==> src/rtl/tribus_receiver.sv <==
// Receive-side controller for a shared tri-state bus: grants one inverting driver at a time,
// samples and un-inverts the bus after a settle time, and feeds a bus keeper when no driver is enabled.
module tribus_receiver #(
    parameter int W      = 8,
    parameter int N      = 4,
    parameter int SETTLE = 1,
    parameter int GAP    = 1
) (
    input  logic                 CLK,
    input  logic                 RN,
    input  logic [N-1:0]         REQ,
    output logic [N-1:0]         EN,
    input  logic [W-1:0]         BUS,
    output logic [W-1:0]         Q,
    output logic                 QV,
    input  logic                 QR,
    output logic [$clog2(N)-1:0] QSRC,
    output logic [W-1:0]         KEEP,
    output logic                 KEEP_EN,
    output logic [1:0]           dbg_state
);

    localparam int PW   = $clog2(N);
    localparam int CMAX = (SETTLE > GAP) ? SETTLE : GAP;
    localparam int CW   = (CMAX > 1) ? $clog2(CMAX) : 1;

    typedef enum logic [1:0] {
        S_IDLE  = 2'd0,
        S_GRANT = 2'd1,
        S_OUT   = 2'd2,
        S_GAP   = 2'd3
    } state_t;

    state_t          state_q, state_d;
    logic [N-1:0]    en_q, en_d;
    logic [W-1:0]    q_q, q_d;
    logic            qv_q, qv_d;
    logic [PW-1:0]   qsrc_q, qsrc_d;
    logic [W-1:0]    keep_q, keep_d;
    logic [PW-1:0]   ptr_q, ptr_d;
    logic [CW-1:0]   cnt_q, cnt_d;

    logic [PW-1:0]   ptr_inc;
    logic [PW-1:0]   arb_ptr;
    logic [N-1:0]    req_rot;
    logic            pick_found;
    logic [PW-1:0]   pick_idx;
    logic            arb_now;
    logic            hs;

    function automatic logic [PW-1:0] wrap_add(input logic [PW-1:0] base, input logic [PW-1:0] off);
        logic [PW:0] sum;
        sum = {1'b0, base} + {1'b0, off};
        if (sum >= (PW+1)'(N)) begin
            sum = sum - (PW+1)'(N);
        end
        return sum[PW-1:0];
    endfunction

    assign hs      = qv_q && QR;
    assign ptr_inc = wrap_add(qsrc_q, PW'(1));

    // With no turnaround, the handshake edge itself arbitrates, so it must see the advanced pointer.
    assign arb_ptr = (state_q == S_OUT) ? ptr_inc : ptr_q;

    always_comb begin
        req_rot    = N'({REQ, REQ} >> arb_ptr);
        pick_found = 1'b0;
        pick_idx   = '0;
        for (int j = N - 1; j >= 0; j--) begin
            if (req_rot[j]) begin
                pick_found = 1'b1;
                pick_idx   = wrap_add(arb_ptr, PW'(j));
            end
        end
    end

    always_comb begin
        state_d = state_q;
        en_d    = en_q;
        q_d     = q_q;
        qv_d    = qv_q;
        qsrc_d  = qsrc_q;
        keep_d  = keep_q;
        ptr_d   = ptr_q;
        cnt_d   = cnt_q;
        arb_now = 1'b0;

        case (state_q)
            S_IDLE: begin
                arb_now = 1'b1;
            end
            S_GRANT: begin
                if (cnt_q == '0) begin
                    q_d     = ~BUS;
                    keep_d  = BUS;
                    qv_d    = 1'b1;
                    en_d    = '0;
                    state_d = S_OUT;
                end else begin
                    cnt_d = cnt_q - CW'(1);
                end
            end
            S_OUT: begin
                if (hs) begin
                    qv_d  = 1'b0;
                    ptr_d = ptr_inc;
                    if (GAP == 0) begin
                        arb_now = 1'b1;
                    end else begin
                        cnt_d   = CW'(GAP - 1);
                        state_d = S_GAP;
                    end
                end
            end
            S_GAP: begin
                // The edge closing the last turnaround cycle doubles as the arbitration edge.
                if (cnt_q == '0) begin
                    arb_now = 1'b1;
                end else begin
                    cnt_d = cnt_q - CW'(1);
                end
            end
            default: begin
                state_d = S_IDLE;
                en_d    = '0;
            end
        endcase

        if (arb_now) begin
            if (pick_found) begin
                en_d    = N'(1) << pick_idx;
                qsrc_d  = pick_idx;
                cnt_d   = CW'(SETTLE - 1);
                state_d = S_GRANT;
            end else begin
                state_d = S_IDLE;
            end
        end
    end

    // Async clear of EN releases the bus to the keeper without waiting for a clock.
    always_ff @(posedge CLK or negedge RN) begin
        if (!RN) begin
            state_q <= S_IDLE;
            en_q    <= '0;
            q_q     <= '0;
            qv_q    <= 1'b0;
            qsrc_q  <= '0;
            keep_q  <= '0;
            ptr_q   <= '0;
            cnt_q   <= '0;
        end else begin
            state_q <= state_d;
            en_q    <= en_d;
            q_q     <= q_d;
            qv_q    <= qv_d;
            qsrc_q  <= qsrc_d;
            keep_q  <= keep_d;
            ptr_q   <= ptr_d;
            cnt_q   <= cnt_d;
        end
    end

    assign EN        = en_q;
    assign Q         = q_q;
    assign QV        = qv_q;
    assign QSRC      = qsrc_q;
    assign KEEP      = keep_q;
    assign KEEP_EN   = ~|en_q;
    assign dbg_state = state_q;

endmodule

==> config.mk <==
export PLATFORM = sky130hd
export DESIGN_NAME = tribus_receiver
export DESIGN_NICKNAME = d
export VERILOG_FILES = /design/src/rtl/tribus_receiver.sv
export SDC_FILE = /design/constraint.sdc
export NUM_CORES = 1
export LEC_CHECK = 0
export ABC_AREA = 1
export ABC_CLOCK_PERIOD_IN_PS = 2400
export CORE_AREA = 5 5 60 62
export CTS_BUF_LIST = sky130_fd_sc_hd__clkbuf_8
export CTS_CLUSTER_SIZE = 28
export DETAILED_ROUTE_END_ITERATION = 12
export DIE_AREA = 0 0 65 67
export HOLD_SLACK_MARGIN = 0.03
export PLACE_DENSITY_LB_ADDON = 0.12
export SKIP_LAST_GASP = 1
export SLEW_MARGIN = 20
export SYNTH_ARGS = -nofsm -noshare
export SYNTH_HDL_FRONTEND = slang
export SYNTH_SLANG_ARGS = --single-unit
export TNS_END_PERCENT = 1
==> constraint.sdc <==
create_clock -name CLK -period 2.4 [get_ports CLK]
set_input_delay 0.48 -clock CLK [delete_from_list [all_inputs] [get_ports CLK]]
set_output_delay 0.48 -clock CLK [all_outputs]
set_load 0.01 [all_outputs]
=== After elaboration in Yosys (flattened, before gate mapping) ===
Cells that the tools add are included.

* Register bits after elaboration: 28
* Output and inout port bits: 26
* Logic and storage cells: 79

* Add/sub/neg operators: 10
* $lt $le $gt $ge: 5
* Equal/unequal tests: 7
* Shifts and indexed selects: 2
* Multiplexer cells: 33
* Bitwise logic cells: 2
* Reductions and logical operators: 12

{| class="wikitable"
|+ Operator list
! kind !! number
|-
| $mux 2 || 13
|-
| $mux 4 || 4
|-
| $ge 3x3->1 const B || 4
|-
| $mux 1 || 12
|-
| $sub 2x1->2 const B || 5
|-
| $not 8->8 || 1
|-
| $shr 8x2->4 || 1
|-
| $add 2x1->3 const B || 2
|-
| $add 2x2->3 const B || 2
|-
| $ne 3x3->1 const B || 2
|-
| $pmux 1 s2 || 3
|-
| $reduce_and 2->1 || 3
|-
| $reduce_and 3->1 || 2
|-
| $eq 2x2->1 const B || 2
|-
| $ne 2x2->1 const B || 2
|-
| $pmux 2 s2 || 1
|-
| $reduce_or 4->1 || 1
|-
| $shl 1x2->4 const A || 1
|-
| $ge 2x3->1 const B || 1
|-
| $reduce_bool 3->1 || 1
|-
| $eq 2x1->1 const B || 1
|-
| $logic_not 2->1 || 1
|-
| $reduce_bool 2->1 || 1
|-
| $reduce_or 2->1 || 1
|-
| other kinds (4) || 4
|}

=== Depth between registers and ports, before layout ===
* Word-level depth: 14
* Depth in mapped cells: 15
* Gate-level depth less buffers: 14

=== Worst setup path before layout ===
No wires, ideal clock.

* Path kind: reg2reg
* Start point: register state_q[0], in the netlist dbg_state[0]
* End point: register en_q[3], in the netlist EN[3]
* Setup time: 0.118 ns
* Arrival: 1.613 ns
* Data required time: 2.282 ns
* Setup slack: 0.670 ns
* Stages on the path, launching flop included: 16
* Period minus slack after synthesis: 1.730 ns
* Cells stage by stage: dfrtp_1 -> inv_1 -> ha_1 -> buf_6 -> inv_4 -> nand2_4 -> nand3_1 -> nand2_2 -> nand2_2 -> nand2_1 -> nand2_2 -> nand2_1 -> nand2_1 -> nand2_1 -> nand3_1 -> nand2_1

* Word-level cells in the longest chain between the ends: 12
* Elaborated cells between the ends (all ways): 34
* Classes of those cells: add/sub: 7; order compare: 4; eq/ne: 3; shift: 2; mux: 17; reduce/logical: 1

{| class="wikitable"
|+ Ends and longest elaborated chain
! item !! RTL line !! source
|-
| from (decl) || 34 || <nowiki>state_t state_q, state_d;</nowiki>
|-
| from (signal assigned) || 154 || <nowiki>state_q <= state_d;</nowiki>
|-
| $eq 2x2->1 || 64 || <nowiki>assign arb_ptr = (state_q == S_OUT) ? ptr_inc : ptr_q;</nowiki>
|-
| $mux 2 || 64 ||
|-
| $add 2x2->3 || 53 || <nowiki>sum = {1'b0, base} + {1'b0, off};</nowiki>
|-
| $ge 3x3->1 or $sub 2x1->2 (tied branches) || 54, 55 ||
|-
| $mux 2 || 54 || <nowiki>if (sum >= (PW+1)'(N)) begin</nowiki>
|-
| $mux 2 (4 in series) || 71 || <nowiki>if (req_rot[j]) begin</nowiki>
|-
| $shl 1x2->4 || 132 || <nowiki>en_d = N'(1) << pick_idx;</nowiki>
|-
| $mux 4 || 131 || <nowiki>if (pick_found) begin</nowiki>
|-
| $mux 4 (*) || 130 || <nowiki>if (arb_now) begin</nowiki>
|-
| net en_d[3] || 35 || <nowiki>logic [N-1:0] en_q, en_d;</nowiki>
|-
| to (signal assigned) || 155 || <nowiki>en_q <= en_d;</nowiki>
|-
| to (decl) || 35 ||
|}

The timed path passes the listed nets; every way through them passes the cells marked *.
A chain may end at the register's enable or synchronous reset.

=== Worst setup path in the final report ===
* Start point: register state_q[0], in the netlist dbg_state[0]
* End point: register qsrc_q[1], in the netlist QSRC[1]

* Word-level cells in the longest chain between the ends: 9
* Elaborated cells between the ends (all ways): 30
* Classes of those cells: add/sub: 7; order compare: 4; eq/ne: 2; shift: 1; mux: 14; reduce/logical: 2

{| class="wikitable"
|+ Ends and longest elaborated chain
! item !! RTL line !! source
|-
| $eq 2x2->1 || 64 ||
|-
| $mux 2 || 64 ||
|-
| $add 2x2->3 || 53 ||
|-
| $ge 3x3->1 or $sub 2x1->2 (tied branches) || 54, 55 ||
|-
| $mux 2 || 54 ||
|-
| $mux 2 (4 in series) || 71 ||
|-
| to (signal assigned) || 158 || <nowiki>qsrc_q <= qsrc_d;</nowiki>
|-
| to (decl) || 38 || <nowiki>logic [PW-1:0] qsrc_q, qsrc_d;</nowiki>
|}

Several ways; a longest one is shown, not always the timed one.

==> results.py <==
metrics = {
    "placement": {
        "gp_congestion": 0.885,
        "dp.cells": 268,
        "port_buffers": 40,
        "dp.final_hpwl_mm": 2.78,
        "placed_cell_area_um2": 1940,
    },
    "critical_path": {
        "cp_max_fo": 8,
        "crit_buf_inv": 2,
        "end_kind": "flop",
        "timing.rr.start": "dbg_state[0]",
        "startpoint_type": "flop",
        "crit_chain": "inv_1 -> ha_1 -> inv_4 -> nand2_1 -> nand2_2 -> nand2_1 -> nand2_1 -> nor2_1 -> nand2_1 -> nand2_1 -> nand2_2 -> nand2_1 -> o21ai_1",
        "critPathLaunch": "dbg_state[0]",
        "crit_family": "simple AND/OR/NAND/NOR gates",
        "max_stage_delay_ps": 440,
        "worstSetupPathType": "reg -> reg",
        "required_ps": 2560,
        "crit_path_top_delay_cell": "dfrtp_1",
        "cp.arrival_ps": 2190,
        "cpMostUsedCell": "nand2_1",
    },
    "power_and_ir_drop": {
        "ir_drop_v": 0.000362,
        "leakage_nw": 1.02,
        "power.density_nw_per_um2": 451,
    },
    "hold_path": {
        "hp-start": "KEEP[7]",
        "hold_class": "reg -> reg",
    },
    "global_routing": {
        "antenna_found_initial": 0,
        "grt_pass1_vias": 1520,
        "grt_max_degree": 29,
        "overflow": 0,
        "grt_pass1_wl_mm": 6.27,
        "grt_usage_pct": 18.4,
    },
    "logic_synthesis": {
        "synth_cells": 196,
        "ys_top_cells_by_count": "72 x nand2_1, 28 x dfrtp_1, 25 x nand3_1",
        "async_reset_ff_share_pct": 100,
        "yosys.area_share.simple_pct": 35.3,
        "synthFlopType": "dfrtp_1",
        "yosysWarnings": 0,
        "post-synth-top-area-cell": "dfrtp_1",
        "yosys.cell_types.count": 22,
        "synthTopCellsByArea": "dfrtp_1 47%, nand2_1 18%, nand3_1 8.3%",
        "synth_fa_ha_area_share_pct": 3.34,
        "synth_compound_area_share_pct": 8.76,
        "synth_xor_area_share_pct": 0,
        "synth_mux_area_share_pct": 0,
        "synth-edff-count": 0,
        "synth_top_family_by_area": "simple AND/OR/NAND/NOR gates",
        "yosysMostFrequentCell": "nand2_1",
        "syn-cell-area_um2": 1500,
        "synth_nets": 215,
        "avgSynthCellArea_um2": 7.65,
        "synth_top_cell_area_share_pct": 46.7,
        "ys_seq_elements": 28,
        "ys_seq_area_share_pct": 46.7,
    },
    "floorplan": {
        "floorplan.die_area_um2": 4360,
        "die_x_um": 65,
        "floorplan.rows": 20,
        "core_area_um2": 2980,
        "ioPinCount": 41,
        "initial_core_util_pct": 50.4,
        "die_h_um": 67,
    },
    "clock_tree": {
        "cts_made_buffers": 3,
        "post_cts_resized": 0,
        "cts_setup_buffers": 0,
        "cts_max_level": 1,
        "cts_tree": "built",
        "cts.sinks": 28,
        "clockBufferDepth": 2,
        "path_clk_slew_ps": 100,
        "cts_hold_buf": 0,
        "clk_latency_ps": 280,
        "root_buffer": "clkbuf_8",
    },
    "job": {
        "drv_cap": 0,
    },
    "sta": {
        "fin_crit_sh_pct": 84.9,
        "finalHoldViolCount": 0,
        "whs_ps": 485,
        "max-slew-margin-rel_pct": 74.5,
        "slew_violations": 0,
        "rsz0062_at_grt": "no",
        "fin_crit_ps": 2040,
        "tightestPinTransition_ps": 379,
        "setup_viol": 0,
        "skew_ps": 13.0,
        "fmax_mhz": 491,
        "totalNegativeSetupSlack_ps": 0,
    },
    "layout": {
        "num_antenna_cells": 0,
        "layout-drive-gt1-share_pct": 9.21,
        "fill_cells": 257,
        "fin_cells": 272,
        "postLayoutCellArea_um2": 2010,
        "area_growth_pct": 33.9,
        "finalNetCount": 259,
    },
    "drt": {
        "drtIter0Drc": 102,
        "wire_per_inst_um": 13.4,
        "ant_nets": 0,
        "post_drt_via_cell_ratio": 5.29,
        "drcViolationCount": 0,
        "totalWireLength_mm": 3.65,
        "firstDrtPassIters": 4,
        "vias": 1440,
    },
    "status": {
        "status": "finished clean",
    },
}
==> layout make-up <==
type	instances	area, µm²	share of cell area (%)
multi-input cells	147	711	35.4
repair buffers	42	415	20.7
clock buffers	3	41.3	2.05
flip-flops and latches	28	701	34.9
well taps	33	41.3	2.05
inverters	18	70.1	3.49
clock inverters	1	30.0	1.49
==> state kept, by name (all words and copies together) (netlist names) <==
name / cells
cnt_q: 1
ptr_q: 2
Q: 8
QV: 1
EN: 4
KEEP: 8
dbg_state: 2
QSRC: 2
==> worst reg2reg max path: cells and delay by family (launching register included) <==
kind | cells | cell delay (ps)
AOI/OAI and AO/OA | 1 | 70
adders and majority gates | 1 | 390
and+or+nand+nor | 9 | 790
buffers and inverters | 2 | 220
DFF | 1 | 440
==> per-stage QoR <==
stage	setup slack (ps)	util, %	power [mW]
3_3_place_gp	498	65.1	0.542
2_1_floorplan	670	-	0.503
4_1_cts	343	67.5	0.913
5_1_grt	150	67.5	0.950
3_5_place_dp	415	65.1	0.543
6_report	364	67.5	0.906
==> cell usage in the layout, fill, tap and decap left out <==
cell type        netlist  routed
buf_4                  0       2
o21ai_1                4       4
bufinv_16              0       1
clkbuf_8               0       3
o21a_1                 2       2
nor3_1                 1       1
a21oi_1                5       5
nor4_1                 1       1
nand3_1               25      25
clkdlybuf4s50_1        0      40
nand3_2                1       1
dfrtp_1               28      28
nand2_4                2       2
nand2_1               72      72
clkinv_1               1       1
o22ai_1                1       1
inv_4                  1       1
nor2_1                 4       4
inv_1                 13      13
o21ai_0               13      13
nand4_1                3       3
ha_1                   4       4
nand2_2                9       9
inv_2                  3       3
==> power breakdown <==
part	internal [mW]	switching (mW)
Combinational	0.0303	0.0328
Clock	0.224	0.148
Sequential	0.471	0
==> cell families (layout without fill, tap and decap cells) <==
family,count (synthesis),count (layout)
AOI/OAI and AO/OA,25,25
adders and majority gates,4,4
buffers and inverters,21,64
and+or+nand+nor,118,118
DFF,28,28
==> per-layer routing <==
metal | track usage [%] | vias up | wire [µm] | share of wire [%]
li1 | - | 719 | - | -
met1 | 19.3 | 672 | 1550 | 43
met2 | 33.6 | 47 | 1770 | 49
met3 | 6.58 | 2 | 295 | 8.1
met4 | 6.60 | 0 | 27 | 0.74
met5 | 0 | - | 0 | 0
==> final timing paths <==
| kind | endpoint | slack, ps | depth (start not counted) |
|---|---|---|---|
| hold / removal | KEEP[7] | 490 | 2 |
| setup reg to reg | QSRC[1] | 360 | 13 |
| setup / recovery | QSRC[1] | 360 | 13 |
| min in group asynchronous | ptr_q[0] | 560 | 2 |
| max in group asynchronous | EN[1] | 1560 | 2 |
| hold reg to reg | KEEP[7] | 490 | 2 |
Note: power is estimated with default switching activity, not from simulation.
